File: config.mk
export PLATFORM = sky130hd
export DESIGN_NAME = split_load_store_unit
export DESIGN_NICKNAME = d
export VERILOG_FILES = /design/src/rtl/split_load_store_unit.sv
export SDC_FILE = /design/constraint.sdc
export NUM_CORES = 1
export LEC_CHECK = 0
export BUFFER_PORTS_ARGS = -buffer_cell sky130_fd_sc_hd__buf_2
export CAP_MARGIN = 20
export CORE_MARGIN = 5
export CORE_UTILIZATION = 54
export DETAILED_ROUTE_END_ITERATION = 8
export PLACE_DENSITY = 0.88
export SETUP_SLACK_MARGIN = 0.2
export SYNTH_ARGS = -nofsm -noshare
export SYNTH_HDL_FRONTEND = slang
export SYNTH_SLANG_ARGS = --single-unit
export TNS_END_PERCENT = 5
File: constraint.sdc
create_clock -name clk -period 3.2 [get_ports clk]
set_input_delay 0.16 -clock clk [delete_from_list [all_inputs] [get_ports clk]]
set_output_delay 0.16 -clock clk [all_outputs]
set_load 0.005 [all_outputs]
File: src/rtl/split_load_store_unit.sv
// Split load/store unit: turns one core access into one or two aligned bus
// beats, positions store lanes, reassembles and extends load data, and
// reports bus errors, illegal sizes and unsplit misaligned accesses.
module split_load_store_unit #(
    parameter int XLEN     = 32,
    parameter bit SPLIT_EN = 1'b1
) (
    input  logic              clk,
    input  logic              reset_n,
    input  logic              req_valid,
    output logic              req_ready,
    input  logic              req_we,
    input  logic              req_sign,
    input  logic [1:0]        req_len,
    input  logic [XLEN-1:0]   req_addr,
    input  logic [XLEN-1:0]   req_wdata,
    output logic              rsp_valid,
    output logic [XLEN-1:0]   rsp_rdata,
    output logic              rsp_err,
    output logic              rsp_misaligned,
    output logic              mem_req,
    output logic              mem_we,
    output logic [XLEN-1:0]   mem_addr,
    output logic [XLEN-1:0]   mem_wdata,
    output logic [XLEN/8-1:0] mem_wmask,
    input  logic              mem_rvalid,
    input  logic              mem_err,
    input  logic [XLEN-1:0]   mem_rdata,
    output logic              busy
);

    localparam int NB   = XLEN / 8;
    localparam int OFFW = $clog2(NB);
    localparam logic [XLEN-1:0] BEAT_BYTES = {{(XLEN-8){1'b0}}, 8'(NB)};

    localparam logic [1:0] S_IDLE  = 2'd0;
    localparam logic [1:0] S_BEAT0 = 2'd1;
    localparam logic [1:0] S_BEAT1 = 2'd2;
    localparam logic [1:0] S_DONE  = 2'd3;

    logic [1:0]      state_q, state_d;
    logic [XLEN-1:0] addr_q, wdata_q, lo_q, hi_q;
    logic [1:0]      len_q;
    logic            sign_q, we_q, err_q, mis_q;

    // Request decode: size code to byte count, natural-alignment test.
    logic [3:0] req_size;
    logic [2:0] req_lowmask;
    logic       req_mis, req_illegal;
    assign req_size    = 4'd1 << req_len;
    assign req_lowmask = req_size[2:0] - 3'd1;
    assign req_mis     = (req_addr[2:0] & req_lowmask) != 3'd0;
    assign req_illegal = (req_len == 2'd3) && (XLEN == 32);

    // Registered access geometry.
    logic [3:0]      size_q;
    logic [OFFW-1:0] off_q;
    logic            crossing, beat_done, in_beat;
    assign size_q    = 4'd1 << len_q;
    assign off_q     = addr_q[OFFW-1:0];
    assign crossing  = (5'(off_q) + 5'(size_q)) > 5'(NB);
    assign in_beat   = (state_q == S_BEAT0) || (state_q == S_BEAT1);
    assign beat_done = mem_req && mem_rvalid;

    // Zero- or sign-extend the low size bytes of d.
    function automatic logic [XLEN-1:0] extend(input logic [XLEN-1:0] d,
                                               input logic [1:0] len,
                                               input logic sgn);
        logic [XLEN-1:0] r;
        int sh;
        sh = XLEN - (8 << len);
        if (sh < 0) sh = 0;
        r = d << sh;
        if (sgn) r = $signed(r) >>> sh;
        else     r = r >> sh;
        return r;
    endfunction

    // Next-state logic of the access sequencer.
    always_comb begin
        state_d = state_q;
        case (state_q)
            S_IDLE:  if (req_valid)
                         state_d = (req_illegal || (req_mis && !SPLIT_EN)) ? S_DONE : S_BEAT0;
            S_BEAT0: if (beat_done)
                         state_d = (crossing && !mem_err && SPLIT_EN) ? S_BEAT1 : S_DONE;
            S_BEAT1: if (beat_done) state_d = S_DONE;
            default: state_d = S_IDLE;
        endcase
    end

    // State, captured request and collected beat data.
    always_ff @(posedge clk or negedge reset_n) begin
        if (!reset_n) begin
            state_q <= S_IDLE;
            addr_q  <= '0;
            wdata_q <= '0;
            len_q   <= '0;
            sign_q  <= 1'b0;
            we_q    <= 1'b0;
            lo_q    <= '0;
            hi_q    <= '0;
            err_q   <= 1'b0;
            mis_q   <= 1'b0;
        end else begin
            state_q <= state_d;
            if (state_q == S_IDLE && req_valid) begin
                addr_q  <= req_addr;
                wdata_q <= req_wdata;
                len_q   <= req_len;
                sign_q  <= req_sign;
                we_q    <= req_we;
                lo_q    <= '0;
                hi_q    <= '0;
                err_q   <= req_illegal;
                mis_q   <= !req_illegal && req_mis && !SPLIT_EN;
            end
            if (beat_done) begin
                if (state_q == S_BEAT0) lo_q <= mem_rdata;
                else                    hi_q <= mem_rdata;
                err_q <= mem_err;
            end
        end
    end

    // Lane placement across a two-beat window; the upper half feeds beat 1.
    logic [2*NB-1:0]   mask_ones, mask_wide;
    logic [2*XLEN-1:0] wdata_wide;
    logic [XLEN-1:0]   base_addr, rd_low;
    always_comb begin
        mask_ones = '0;
        for (int i = 0; i < 2*NB; i++)
            if (i < int'(size_q)) mask_ones[i] = 1'b1;
        mask_wide  = mask_ones << off_q;
        wdata_wide = {{XLEN{1'b0}}, wdata_q} << {off_q, 3'b000};
        rd_low     = XLEN'({hi_q, lo_q} >> {off_q, 3'b000});
        base_addr  = addr_q;
        base_addr[OFFW-1:0] = '0;
    end

    // Bus and response outputs; everything reads zero outside its window.
    always_comb begin
        req_ready      = (state_q == S_IDLE);
        busy           = (state_q != S_IDLE);
        mem_req        = in_beat;
        mem_we         = in_beat && we_q;
        mem_addr       = '0;
        mem_wmask      = '0;
        mem_wdata      = '0;
        if (state_q == S_BEAT0) begin
            mem_addr  = base_addr;
            mem_wmask = mask_wide[NB-1:0];
            mem_wdata = wdata_wide[XLEN-1:0];
        end else if (state_q == S_BEAT1) begin
            mem_addr  = base_addr + BEAT_BYTES;
            mem_wmask = mask_wide[2*NB-1:NB];
            mem_wdata = wdata_wide[2*XLEN-1:XLEN];
        end
        rsp_valid      = (state_q == S_DONE);
        rsp_err        = rsp_valid && err_q;
        rsp_misaligned = rsp_valid && mis_q;
        rsp_rdata      = (rsp_valid && !we_q && !err_q && !mis_q) ?
                         extend(rd_low, len_q, sign_q) : '0;
    end

endmodule

==> flow_summary.ini, run 1 <==
[yosys]
synthArstFlopShare_pct = 100
synth_edf_count = 0
synth_fa_ha_area_share_pct = 1.66
synth_top_family_by_area = multiplexers
synth_mux_area_share_pct = 22.1
synth_ff_type = dfrtp_1
synth-seq-cells = 127
netlist_instances = 839
mappedNetlistArea_mm2 = 0.00800
yosys.area_share.simple_pct = 19.6
syn_area_per_cell_um2 = 9.53
synth_xor_area_share_pct = 2.63
ys_warn_count = 0
synth-compound-area-share_pct = 10.0
synth.distinct_cells = 50
yosysSeqAreaShare_pct = 39.7

[power_and_ir_drop]
p_clk_share_pct = 18.2
p_leak_nw = 5.27
combinationalPowerShare_pct = 52.4
p_int_w = 0.00638
switchingPower_w = 0.00479
seqPwrFrac_pct = 29.4
swShare_pct = 42.9
ir_drop_uv = 553
p_per_area_mw_per_mm2 = 1030

[worst_hold_path]
hp-start = mem_err
whs_endpoint = err_q
hp-class = in2reg
holdPathStages = 3

[clock_tree]
clkTransAtPathRegs_ps = 60
clk_path_buf_depth = 2
cts_tree = yes
cts-root-buf = clkbuf_16
cts-buffers-inserted = 17
cts.htree.levels = 4
cts_sinks = 127
clkLatencyLatePin_ps = 420

[sta]
maxSlewHeadroom_pct = 48.9
rsz0062_at_grt = yes
skew_ps = 7.05
tightest_slew_ps = 765
timing.final.max_slew_violations = 0
setup_viol_count_final = 0
worst_slack_ps = 234
fin_crit_sh_pct = 92.7
fmax_mhz = 337
fin_crit_ps = 2970
finalHoldViolations = 0
fin_setup_tns_ps = 0

[routing]
wire_per_inst_um = 20.6
ant_nets = 0
drt_iter0_markers = 804
via_count = 8057
drc = 0
viasPerCell = 6.07
routed_wl_um = 27300
first_pass_iters = 5

[job]
drv_cap = 0

[status]
outcome = finished clean

[grt]
grt_use_total_pct = 31.3
antenna_found_initial = 2
grt_overflow = 0
grt_max_degree = 49
grt_pass1_wl_um = 44100
first_global_vias = 8318

[setup_path]
r2r_start = len_q[1]
start_kind = flop
end_kind = primary output
crit_type = reg2out
timing.rr.end = state_q[0]
ff2ff_setup_slack_ps = 920
critPathRequiredTime_ps = 3040
worstPathMaxFanout = 9
r2r_cells = 10
worstPathArrival_ps = 2810

[cells_and_area]
fillers = 982
final_cell_mix = buf_2 (207), nand2_1 (176), dfrtp_1 (123), dlygate4sd3_1 (99), mux2_2 (74)
mostFrequentLayoutCell = buf_2
drive_above_1_share_pct = 33.9
final_area_mm2 = 0.0109
nets = 1243
syn_to_final_growth_pct = 35.7
fin_util_pct = 74.7

[placement]
place_ws_ps = 365
port_buffers = 208
post_dp_cell_area_mm2 = 0.00919
dp_hpwl_um = 17300
place.gp.congestion = 0.974

[die]
die_h_um = 132
start_util_pct = 55.0
core_area_mm2 = 0.0145
rows = 44
die_x_um = 132
ios = 212
dieArea_mm2 = 0.0173
-- sequential cells by signal (all words and copies together), names as in the netlist --
register,cells
state_q,2
addr_q,32
hi_q,24
err_q,1
lo_q,32
we_q,1
wdata_q,32
len_q,2
sign_q,1
-- stage by stage --
stage               total power [W]  instances  hold WS, ps
finish                       0.0112       1327         54.4
global placement            0.00852       1192          182
detailed placement          0.00868       1192          182
CTS                          0.0109       1325         31.1
global route                 0.0119       1327         60.6
floorplan                   0.00693        841         -136
-- area by class of cell --
class                   instances  area, um^2  share of cell area, %
inverters                      12        45.0                  0.415
clock buffers                  20         457                   4.21
flip-flops and latches        127        3190                   29.3
well taps                     184         230                   2.12
repair buffers                333        2240                   20.7
clock inverters                12         155                   1.43
diodes                          2        5.00                 0.0461
multi-input cells             637        4540                   41.8
-- worst max-delay path: stages (launching register included) --
cell and delay [ps]:
dfrtp_2 460, nor2_1 150, clkinv_1 140, ha_4 270
or3b_4 300, o22ai_1 120, a2111o_1 460, a41o_1 250
nor2_1 110, buf_2 130
-- worst max path at each step --
stage,start,to,slack (ps),cells past startpoint
finish,len_q[1],rsp_rdata[24],230,9
CTS,state_q[1],mem_wdata[7],220,7
global placement,len_q[0],rsp_rdata[24],430,8
global route,len_q[1],rsp_rdata[24],160,9
floorplan,len_q[0],rsp_rdata[24],440,9
detailed placement,len_q[0],rsp_rdata[24],370,8
-- power groups by stage --
stage	clock network [W]	logic, W	registers, W
2_1_floorplan	0	0.00404	0.00289
3_3_place_gp	0	0.00536	0.00316
3_5_place_dp	0	0.00546	0.00322
4_1_cts	0.00204	0.00570	0.00321
5_1_grt	0.00214	0.00634	0.00338
6_report	0.00204	0.00586	0.00329
-- logic make-up (layout without fill, tap and decap cells) --
kind of cell | count (synthesis) | in the layout
other | 1 | 5
multiplexers | 129 | 129
XOR/XNOR | 24 | 24
flip-flops | 127 | 127
buffers and inverters | 77 | 377
adder cells (fa/ha/maj) | 10 | 10
AO/OA/AOI/OAI | 130 | 130
AND/OR/NAND/NOR | 341 | 341
-- cell usage after synthesis, types with 3 or more instances --
cell type / instances / area share [%]
a211oi_1: 3 / 0.28
a21boi_0: 3 / 0.28
a21o_1: 7 / 0.66
a21oi_1: 26 / 1.6
a22o_1: 15 / 1.6
a22oi_1: 4 / 0.38
a31oi_1: 3 / 0.23
and2_1: 7 / 0.55
and3_1: 25 / 2.0
and4_1: 4 / 0.44
buf_1: 7 / 0.33
buf_2: 10 / 0.63
buf_4: 6 / 0.56
clkbuf_1: 40 / 1.9
dfrtp_1: 127 / 40
ha_1: 9 / 1.4
inv_1: 11 / 0.52
mux2_2: 74 / 10
mux2i_1: 24 / 3.0
mux4_2: 31 / 8.7
nand2_1: 177 / 8.3
nand2b_1: 3 / 0.23
nand3_1: 45 / 2.8
nand4_1: 8 / 0.63
nor2_1: 44 / 2.1
nor2b_1: 5 / 0.39
nor3_1: 12 / 0.75
o21ai_0: 48 / 3.0
o22ai_1: 14 / 1.1
xnor2_1: 3 / 0.33
xor2_1: 21 / 2.3
-- metal layers --
metal	up-vias	part of all wire, %	track usage [%]
met5	-	0	0
met2	516	48	49.9
met3	139	9.7	10.3
met4	0	5.2	14.7
li1	3557	-	-
met1	3845	37	38.7
-- timing repair --
action	4_1_cts	5_1_grt
gates resized for setup	5	4
endpoints found under the setup margin	7	15
hold buffers	99	0
setup buffers	2	0
hold endpoints to repair	159	0
No activity file was read; power rests on OpenSTA's default activity.
==> run 2: changes to the inputs <==
--- a/config.mk
+++ b/config.mk
@@ -7,9 +7,11 @@
 export LEC_CHECK = 0
 export BUFFER_PORTS_ARGS = -buffer_cell sky130_fd_sc_hd__buf_2
 export CAP_MARGIN = 20
+export CORE_ASPECT_RATIO = 1.75
 export CORE_MARGIN = 5
 export CORE_UTILIZATION = 54
 export DETAILED_ROUTE_END_ITERATION = 8
+export HOLD_SLACK_MARGIN = 0.08
 export PLACE_DENSITY = 0.88
 export SETUP_SLACK_MARGIN = 0.2
 export SYNTH_ARGS = -nofsm -noshare
==> constraint.sdc (replaced) <==
create_clock -name clk -period 3.2 [get_ports clk]
set_input_delay 0.48 -clock clk [delete_from_list [all_inputs] [get_ports clk]]
set_output_delay 0.48 -clock clk [all_outputs]
set_load 0.005 [all_outputs]
==> flow_summary.ini, run 2 (synthesis gave the netlist of run 1 again) <==
[clock_tree]
cts_tree = yes
clkLatencyLatePin_ps = 420
cts.htree.levels = 4
cts_sinks = 127
clkTransAtPathRegs_ps = 70
cts-root-buf = clkbuf_16
cts-buffers-inserted = 17
clk_path_buf_depth = 2

[placement]
place_ws_ps = 203
dp_hpwl_um = 17400
place.gp.congestion = 0.955
port_buffers = 208

[sta]
maxSlewHeadroom_pct = 63.8
fmax_mhz = 328
worst_slack_ps = 154
tightest_slew_ps = 542
setup_viol_count_final = 0
rsz0062_at_grt = yes
fin_crit_sh_pct = 95.2
finalHoldViolations = 0
skew_ps = 13.4
fin_crit_ps = 3050
fin_setup_tns_ps = 0
timing.final.max_slew_violations = 0

[grt]
grt_use_total_pct = 28.1
grt_max_degree = 80
antenna_found_initial = 3
grt_overflow = 0
grt_pass1_wl_um = 38100
first_global_vias = 7497

[worst_hold_path]
hp-class = in2reg

[cells_and_area]
fillers = 1120
mostFrequentLayoutCell = buf_2
nets = 1162
syn_to_final_growth_pct = 25.5
drive_above_1_share_pct = 38.6
final_cell_mix = buf_2 (207), nand2_1 (176), dfrtp_1 (123), mux2_2 (74), o21ai_0 (48)
fin_util_pct = 68.4
reg_top3 = addr_q: 32 flops, lo_q: 32 flops, wdata_q: 32 flops

[routing]
first_pass_iters = 5
ant_nets = 0
wire_per_inst_um = 19.7
drt_iter0_markers = 511
drc = 0
via_count = 7512
routed_wl_um = 24500
viasPerCell = 6.03

[die]
dieArea_mm2 = 0.0174
die_h_um = 171
core_area_mm2 = 0.0147
rows = 59
die_x_um = 102
ios = 212
start_util_pct = 54.5

[status]
outcome = finished clean

[setup_path]
start_kind = flop
crit_type = reg2out
end_kind = primary output
critPathRequiredTime_ps = 2720
worstPathArrival_ps = 2570
worstPathMaxFanout = 7

[job]
drv_cap = 0

[power_and_ir_drop]
p_leak_nw = 4.96
ir_drop_uv = 644
p_per_area_mw_per_mm2 = 1110
-- run 2: cell count changes in the layout (fill, tap and decap cells not counted), sizes merged --
| cell | delta |
|---|---|
| bufinv | -2 |
| clkinvlp | -2 |
| clkinv | +2 |
| buf | +17 |
| dlygate4sd3 | -98 |
| clkbuf | -3 |
| inv | +5 |
-- run 2: worst max-delay path, cell delays in order (launching register included) --
cell,delay (ps)
dfrtp_2,460
nor2_4,140
inv_2,60
ha_4,260
or3b_4,240
o22ai_1,70
a2111o_1,430
a41o_1,260
nor2_1,120
buf_2,120
-- run 2: what timing repair did --
action                                  4_1_cts  5_1_grt
endpoints found under the hold margin        33        0
setup buffers                                 2       12
hold buffers                                  1        0
pin swaps                                     0        5
resized for setup                             6        6
endpoints found under the setup margin       37       50
-- run 2: area by class of cell --
type	count	area [um^2]	area share, %
tap	183	229	2.28
sequential	127	3190	31.7
multi-input combinational	637	4540	45.2
antenna	2	5.00	0.0498
inverter	12	45.0	0.449
clock buffer	17	425	4.24
clock inverter	15	190	1.89
timing repair buffer	252	1420	14.1
-- run 2: metrics by stage --
step                      instances  total power [W]  hold WS [ps]  cell area, um^2
after detailed placement       1196          0.00881           469             9260
after global routing           1245           0.0119           255            10000
after global placement         1196          0.00862           461             9260
after CTS                      1231           0.0110           238             9920
after floorplan                 841          0.00693           184             8010
final                          1245           0.0111           254            10000
-- run 2: final timing paths --
check / slack (ps) / end / cells past startpoint / from
setup / recovery: 150 / rsp_rdata[29] / 9 / len_q[1]
hold / removal: 250 / lo_q[27] / 3 / mem_rdata[27]
max in group asynchronous: 1800 / wdata_q[6] / 3 / reset_n
setup reg to reg: 700 / state_q[0] / 9 / addr_q[0]
min in group asynchronous: 560 / lo_q[28] / 2 / reset_n
hold reg to reg: 500 / lo_q[7] / 2 / lo_q[7]
-- run 2: power by group --
part	switching (W)	leakage, nW	total (W)	internal (W)
registers	0.000841	1.57	0.00322	0.00238
clock network	0.000872	0.302	0.00200	0.00113
logic	0.00312	3.08	0.00592	0.00280
-- run 2: routing by layer --
metal  routed length, um  vias to the layer above  global-route usage, %
met5                   7                        -                      0
met4                1340                        2                   15.2
met3                1970                       91                   5.79
met1                8390                     3606                   31.7
met2               12800                      419                   48.8
li1                    -                     3394                      -
